==> src/rtl/fir_pkg.sv <==
// Shared types and arithmetic helpers for the multichannel FIR decimator.
package fir_pkg;

  typedef logic [2:0] fir_state_t;

  localparam fir_state_t IDLE  = 3'd0;
  localparam fir_state_t MAC   = 3'd1;
  localparam fir_state_t DRAIN = 3'd2;
  localparam fir_state_t ROUND = 3'd3;
  localparam fir_state_t OUT   = 3'd4;

  typedef struct packed {
    logic signed [31:0] val;
    logic               sat;
  } sat_res_t;

  function automatic int acc_w(input int iw, input int cw, input int taps);
    return iw + cw + $clog2(taps);
  endfunction

  // Round half up by 2^frac, then clip to a signed iw-bit range.
  function automatic sat_res_t sat_round(input logic signed [63:0] acc,
                                         input int frac, input int iw);
    sat_res_t           r;
    logic signed [63:0] y, hi, lo;
    y = acc;
    if (frac > 0) y = (acc + (64'sd1 <<< (frac - 1))) >>> frac;
    hi = (64'sd1 <<< (iw - 1)) - 64'sd1;
    lo = -(64'sd1 <<< (iw - 1));
    r.sat = 1'b1;
    if (y > hi) r.val = hi[31:0];
    else if (y < lo) r.val = lo[31:0];
    else begin
      r.val = y[31:0];
      r.sat = 1'b0;
    end
    return r;
  endfunction

endpackage

==> src/rtl/fir_decim_mc_hist.sv <==
// Per-channel circular sample history: one all-channel write port,
// one registered read port addressed by {channel, location}.
module fir_hist_ram
  import fir_pkg::*;
#(
  parameter int IW       = 16,
  parameter int TAPS     = 32,
  parameter int CHANNELS = 2,
  parameter int TW       = $clog2(TAPS),
  parameter int CHW      = (CHANNELS > 1) ? $clog2(CHANNELS) : 1
) (
  input  logic                          clk,
  input  logic                          rst,
  input  logic                          wr_en_i,
  input  logic [TW-1:0]                 wr_ptr_i,
  input  logic [CHANNELS-1:0][IW-1:0]   wr_data_i,
  input  logic [CHW-1:0]                rd_ch_i,
  input  logic [TW-1:0]                 rd_tap_i,
  output logic [IW-1:0]                 rd_data_o
);

  logic [IW-1:0] mem_q [CHANNELS][TAPS];
  logic [IW-1:0] rd_data_q;

  always_ff @(posedge clk or posedge rst) begin
    if (rst) begin
      for (int c = 0; c < CHANNELS; c++)
        for (int t = 0; t < TAPS; t++)
          mem_q[c][t] <= '0;
      rd_data_q <= '0;
    end else begin
      if (wr_en_i)
        for (int c = 0; c < CHANNELS; c++)
          mem_q[c][wr_ptr_i] <= wr_data_i[c];
      rd_data_q <= mem_q[rd_ch_i][rd_tap_i];
    end
  end

  assign rd_data_o = rd_data_q;

endmodule

==> src/rtl/fir_decim_mc.sv <==
// Time-multiplexed multichannel FIR decimator: one shared MAC walks all taps
// of every channel once per DECIM accepted frames, then rounds and saturates.
module fir_decim_mc
  import fir_pkg::*;
#(
  parameter int IW        = 16,
  parameter int CW        = 16,
  parameter int TAPS      = 32,
  parameter int CHANNELS  = 2,
  parameter int DECIM     = 6,
  parameter int COEF_FRAC = 15
) (
  input  logic                          clk,
  input  logic                          reset,
  input  logic [TAPS-1:0][CW-1:0]       coefficients,
  input  logic                          in_valid,
  output logic                          in_ready,
  input  logic [CHANNELS-1:0][IW-1:0]   in_data,
  output logic                          out_valid,
  input  logic                          out_ready,
  output logic [CHANNELS-1:0][IW-1:0]   out_data,
  output logic [CHANNELS-1:0]           out_sat
);

  localparam int ACC_W = acc_w(IW, CW, TAPS);
  localparam int PW    = IW + CW;
  localparam int TW    = $clog2(TAPS);
  localparam int CHW   = (CHANNELS > 1) ? $clog2(CHANNELS) : 1;
  localparam int PHW   = (DECIM > 1) ? $clog2(DECIM) : 1;

  fir_state_t state_q, state_d;
  logic       drain_q;
  logic [TW-1:0]  wr_ptr_q, tap_q, s1_tap_q, rd_tap;
  logic [PHW-1:0] phase_q;
  logic [CHW-1:0] ch_q, s1_ch_q, s2_ch_q;
  logic           s1_vld_q, s2_vld_q, s2_first_q, out_valid_q;
  logic [IW-1:0]  rd_data;
  logic signed [PW-1:0]    prod_q;
  logic signed [ACC_W-1:0] acc_q [CHANNELS];
  logic signed [ACC_W-1:0] prod_ext, acc_base;
  logic [CHANNELS-1:0][IW-1:0] rnd_q, rnd_d, out_data_q;
  logic [CHANNELS-1:0]         rsat_q, rsat_d, out_sat_q;
  logic accept, dec_hit, last_op;
  int   loc;
  sat_res_t res;

  assign in_ready  = (state_q == IDLE);
  assign accept    = in_valid & in_ready;
  assign dec_hit   = (phase_q == PHW'(DECIM - 1));
  assign last_op   = (tap_q == TW'(TAPS - 1)) && (ch_q == CHW'(CHANNELS - 1));
  assign out_valid = out_valid_q;
  assign out_data  = out_data_q;
  assign out_sat   = out_sat_q;

  always_comb begin
    state_d = state_q;
    case (state_q)
      IDLE:    if (accept && dec_hit) state_d = MAC;
      MAC:     if (last_op) state_d = DRAIN;
      DRAIN:   if (drain_q) state_d = ROUND;
      ROUND:   state_d = OUT;
      OUT:     if (out_valid_q && out_ready) state_d = IDLE;
      default: state_d = IDLE;
    endcase
  end

  // Tap k is the sample accepted k frames before the newest (at wr_ptr-1).
  always_comb begin
    loc = int'(wr_ptr_q) + TAPS - 1 - int'(tap_q);
    if (loc >= TAPS) loc = loc - TAPS;
    rd_tap = TW'(loc);
  end

  always_comb begin
    prod_ext = ACC_W'(prod_q);
    acc_base = s2_first_q ? '0 : acc_q[s2_ch_q];
  end

  always_comb begin
    rnd_d  = '0;
    rsat_d = '0;
    res    = '0;
    for (int c = 0; c < CHANNELS; c++) begin
      res       = sat_round(64'(acc_q[c]), COEF_FRAC, IW);
      rnd_d[c]  = res.val[IW-1:0];
      rsat_d[c] = res.sat;
    end
  end

  fir_hist_ram #(.IW(IW), .TAPS(TAPS), .CHANNELS(CHANNELS), .TW(TW), .CHW(CHW)) u_hist (
    .clk       (clk),
    .rst       (reset),
    .wr_en_i   (accept),
    .wr_ptr_i  (wr_ptr_q),
    .wr_data_i (in_data),
    .rd_ch_i   (ch_q),
    .rd_tap_i  (rd_tap),
    .rd_data_o (rd_data)
  );

  always_ff @(posedge clk or posedge reset) begin
    if (reset) begin
      state_q <= IDLE;
      drain_q <= 1'b0;
    end else begin
      state_q <= state_d;
      drain_q <= (state_q == DRAIN) ? ~drain_q : 1'b0;
    end
  end

  always_ff @(posedge clk or posedge reset) begin
    if (reset) begin
      wr_ptr_q    <= '0;
      phase_q     <= '0;
      tap_q       <= '0;
      ch_q        <= '0;
      s1_vld_q    <= 1'b0;
      s1_ch_q     <= '0;
      s1_tap_q    <= '0;
      s2_vld_q    <= 1'b0;
      s2_ch_q     <= '0;
      s2_first_q  <= 1'b0;
      prod_q      <= '0;
      for (int c = 0; c < CHANNELS; c++) acc_q[c] <= '0;
      rnd_q       <= '0;
      rsat_q      <= '0;
      out_data_q  <= '0;
      out_sat_q   <= '0;
      out_valid_q <= 1'b0;
    end else begin
      if (accept) begin
        wr_ptr_q <= (wr_ptr_q == TW'(TAPS - 1)) ? '0 : wr_ptr_q + TW'(1);
        phase_q  <= dec_hit ? '0 : phase_q + PHW'(1);
      end
      if (state_q == MAC) begin
        tap_q <= (tap_q == TW'(TAPS - 1)) ? '0 : tap_q + TW'(1);
        if (tap_q == TW'(TAPS - 1)) ch_q <= ch_q + CHW'(1);
      end else begin
        tap_q <= '0;
        ch_q  <= '0;
      end
      // Read -> multiply -> accumulate; tags travel alongside the data.
      s1_vld_q   <= (state_q == MAC);
      s1_ch_q    <= ch_q;
      s1_tap_q   <= tap_q;
      s2_vld_q   <= s1_vld_q;
      s2_ch_q    <= s1_ch_q;
      s2_first_q <= (s1_tap_q == '0);
      prod_q     <= PW'($signed(rd_data)) * PW'($signed(coefficients[s1_tap_q]));
      if (s2_vld_q) acc_q[s2_ch_q] <= acc_base + prod_ext;
      if (state_q == ROUND) begin
        rnd_q  <= rnd_d;
        rsat_q <= rsat_d;
      end
      if (state_q == OUT && !out_valid_q) begin
        out_data_q  <= rnd_q;
        out_sat_q   <= rsat_q;
        out_valid_q <= 1'b1;
      end else if (out_valid_q && out_ready) begin
        out_valid_q <= 1'b0;
      end
    end
  end

endmodule

==> config.mk <==
export PLATFORM = sky130hd
export DESIGN_NAME = fir_decim_mc
export DESIGN_NICKNAME = d
export VERILOG_FILES = /design/src/rtl/fir_pkg.sv /design/src/rtl/fir_decim_mc_hist.sv /design/src/rtl/fir_decim_mc.sv
export SDC_FILE = /design/constraint.sdc
export NUM_CORES = 2
export LEC_CHECK = 0
export CORE_UTILIZATION = 59
export DETAILED_ROUTE_END_ITERATION = 10
export PLACE_DENSITY_LB_ADDON = 0.05
export SLEW_MARGIN = 20
export SYNTH_ARGS = -nofsm -noshare
export SYNTH_HDL_FRONTEND = slang
export SYNTH_SLANG_ARGS = --single-unit
export TNS_END_PERCENT = 20
==> constraint.sdc <==
create_clock -name clk -period 64.9 [get_ports clk]
set_input_delay 19.47 -clock clk [delete_from_list [all_inputs] [get_ports clk]]
set_output_delay 19.47 -clock clk [all_outputs]
set_load 0.02 [all_outputs]
==> impl_metrics.json <==
{
  "outcome": "finished, final reports clean",
  "ys_types": 82,
  "final-hold-violation-count": 0,
  "hold_buffers": 0,
  "placed_cell_area_sq_um": 78420,
  "max_freq_ghz": 0.03678,
  "dp_hpwl_mm": 151.6,
  "drive_above_1_share_pct": 34.77,
  "timing.slew.headroom_pct": 26.97,
  "drc": 0,
  "worst-slew-pin-transition_ns": 1.090,
  "final-max-slew-violation-count": 0,
  "nFillCells": 8277,
  "cap_viol_max_count": 0,
  "start_util_pct": 59.53,
  "layout.nets": 6507,
  "worst_ep_arrival_time_ns": 27.82,
  "ys_warn_count": 0,
  "wl_mm": 218.3,
  "fin_worst_skew_ns": 0.03939,
  "syn_inst": 5167,
  "numCtsBuffers": 131,
  "wl_per_cell_microns": 29.85,
  "port_buffers": 583,
  "clkSinkCount": 1243,
  "drt-pass1-iter-count": 6,
  "path_max_fanout": 16,
  "vias": 46127,
  "synth_edf_count": 0,
  "ctsResizeCount": 0,
  "grt_pass1_vias": 48235,
  "synth-async-reset-ratio_pct": 100.0,
  "synthFlopType": "dfrtp_1",
  "finalCriticalPeriod_ns": 27.19,
  "grt_first_pass_wirelength_mm": 324.1,
  "cts_setup_buffers": 0,
  "synth_top_area_share_pct": 43.55,
  "std_cell_rows": 127,
  "setup-tns-final_ns": 0,
  "antenna_found_initial": 84,
  "seq_area_frac_synth_pct": 43.55,
  "required_ns": 65.53,
  "place_congestion": 1.005,
  "dieArea_sq_um": 122500,
  "die_w_microns": 349.9,
  "fp.dieH_microns": 349.9,
  "finalCritPeriodShare_pct": 41.89,
  "cts_root_buf": "clkbuf_16",
  "viasPerCell": 6.307,
  "gr-total-overflow": 0,
  "insertion_delay_ns": 0.75,
  "synth_seq_cells": 1243,
  "avgSynthCellArea_sq_um": 13.82,
  "netlist_area_sq_um": 71420,
  "grt_max_degree": 187,
  "finalWorstSetupSlack_ns": 37.71,
  "ant_nets": 0,
  "clk_pin_slew_ns": 0.06,
  "yosysTopAreaCell": "dfrtp_1",
  "rsz0062_at_grt": "false",
  "h-tree-depth": 4,
  "start_kind": "input port",
  "pre_cts_ws_ns": 37.00,
  "hp-class": "flop to flop",
  "io_pins": 584,
  "setup_viol": 0,
  "drtIter0Drc": 3892,
  "endpoint_kind": "flop",
  "synthToLayoutAreaGrowth_pct": 16.00,
  "cts_tree": "built",
  "core-area_sq_um": 120000,
  "timing_worst_setup_path_type": "input port to flop",
  "ctsLongestPathBuffers": 3,
  "grt_usage_pct": 36.73,
  "synth_area_leaders": "dfrtp_1 44%, mux2_2 17%, mux4_2 15%",
  "final_area_sq_um": 82850,
  "synth_fp_nets": 6111
}
[metal layers]
metal	up-vias	track usage, %	wire, microns
li1	19348	-	-
met1	24627	48.94	88510
met3	469	8.606	15480
met5	-	0	244
met2	1649	57.49	103900
met4	34	17.07	10240
[critical path, stage by stage]
cell and delay [ns]:
clkdlybuf4s50_1 0.61, mux4_2 0.57, mux4_2 0.56, mux2i_2 0.69, nor2b_1 0.16, fa_1 0.57
inv_1 0.05, fa_1 0.46, fa_1 0.50, fa_1 0.54, inv_1 0.05, fa_1 0.47
inv_1 0.05, fa_1 0.47, inv_1 0.04, ha_1 0.39, a21oi_1 0.09, o21ai_0 0.33
a2111oi_0 0.15, nor3_1 0.63, a41oi_1 0.27, o21ai_0 0.34, a41oi_1 0.18, xnor2_1 0.16
[kinds of logic (layout without fill, tap and decap cells)]
group | count (synthesis) | in the layout | share of synthesized area (%)
multiplexers | 1629 | 1629 | 33.20
flip-flops | 1243 | 1243 | 43.55
AND/OR/NAND/NOR | 740 | 740 | 5.147
buffers and inverters | 716 | 1212 | 4.031
adder cells (fa/ha/maj) | 396 | 396 | 9.712
AO/OA/AOI/OAI | 333 | 333 | 3.015
XOR/XNOR | 110 | 110 | 1.349
other | 0 | 39 | 0
[registers in the layout (all words and copies together) (netlist names), 2 cells and up]
signal / cells
u_hist.mem_q: 1024
acc_q: 74
out_data: 32
prod_q: 32
rnd_q: 32
u_hist.rd_data_o: 16
s1_tap_q: 5
tap_q: 5
wr_ptr_q: 5
phase_q: 3
state_q: 3
out_sat: 2
rsat_q: 2
[per-stage QoR]
| step | utilization, % | hold WS (ns) | cells |
|---|---|---|---|
| CTS | 69.05 | 0.3593 | 7274 |
| global placement | 65.37 | 0.3346 | 7041 |
| detailed placement | 65.36 | 0.3417 | 7041 |
| finish | 69.06 | 0.3559 | 7314 |
| floorplan | - | 0.3312 | 5167 |
| global route | 69.02 | 0.3607 | 7297 |
[Yosys cell counts, types with 17 or more instances]
library cell,n
a21o_1,28
a21oi_1,60
and2_1,34
and3_1,17
buf_1,118
buf_2,39
clkbuf_1,218
dfrtp_1,1243
fa_1,264
ha_1,132
inv_1,314
mux2_2,1083
mux2i_1,57
mux4_2,480
nand2_1,260
nand2b_1,46
nand3_1,33
nor2_1,127
nor2b_1,130
nor3_1,31
o21ai_0,120
xnor2_1,66
xor2_1,44
[layout make-up]
type | instances | area, sq um | area share, %
diodes | 39 | 97.59 | 0.1178
inverters | 314 | 1186 | 1.432
multi-input cells | 3208 | 37580 | 45.37
flip-flops and latches | 1243 | 31120 | 37.56
clock inverters | 48 | 645.6 | 0.7793
repair buffers | 665 | 6422 | 7.752
clock buffers | 185 | 3775 | 4.556
well taps | 1612 | 2017 | 2.434
[path summary, 6_finish.rpt]
path | startpoint | endpoint | slack (ns) | cells after the start
max reg2reg | s1_tap_q[0] | prod_q[30] | 55.16 | 24
max in group asynchronous | reset | u_hist.mem_q[776] | 42.42 | 5
min in group asynchronous | reset | u_hist.mem_q[573] | 19.27 | 2
min reg2reg | s1_ch_q | s2_ch_q | 0.36 | 0
max | coefficients[484] | prod_q[30] | 37.71 | 24
min | s1_ch_q | s2_ch_q | 0.36 | 0
[cells in the final DEF (no fill, tap or decap), types with 33 or more instances in the layout]
master	n
mux2i_1	57
nor2_1	125
xor2_1	43
nor2b_1	130
xnor2_1	64
nand3_1	33
nand2b_1	45
buf_4	72
nand2_1	230
mux2_2	1083
inv_1	313
ha_1	131
mux4_2	480
clkdlybuf4s50_1	556
o21ai_0	120
dfrtp_1	1237
and2_1	34
diode_2	39
a21oi_1	60
clkbuf_16	134
fa_1	263
Power is left out: the tool's default activity adds up to more than one toggle a clock period on the data nets, which glitch-free logic cannot reach.
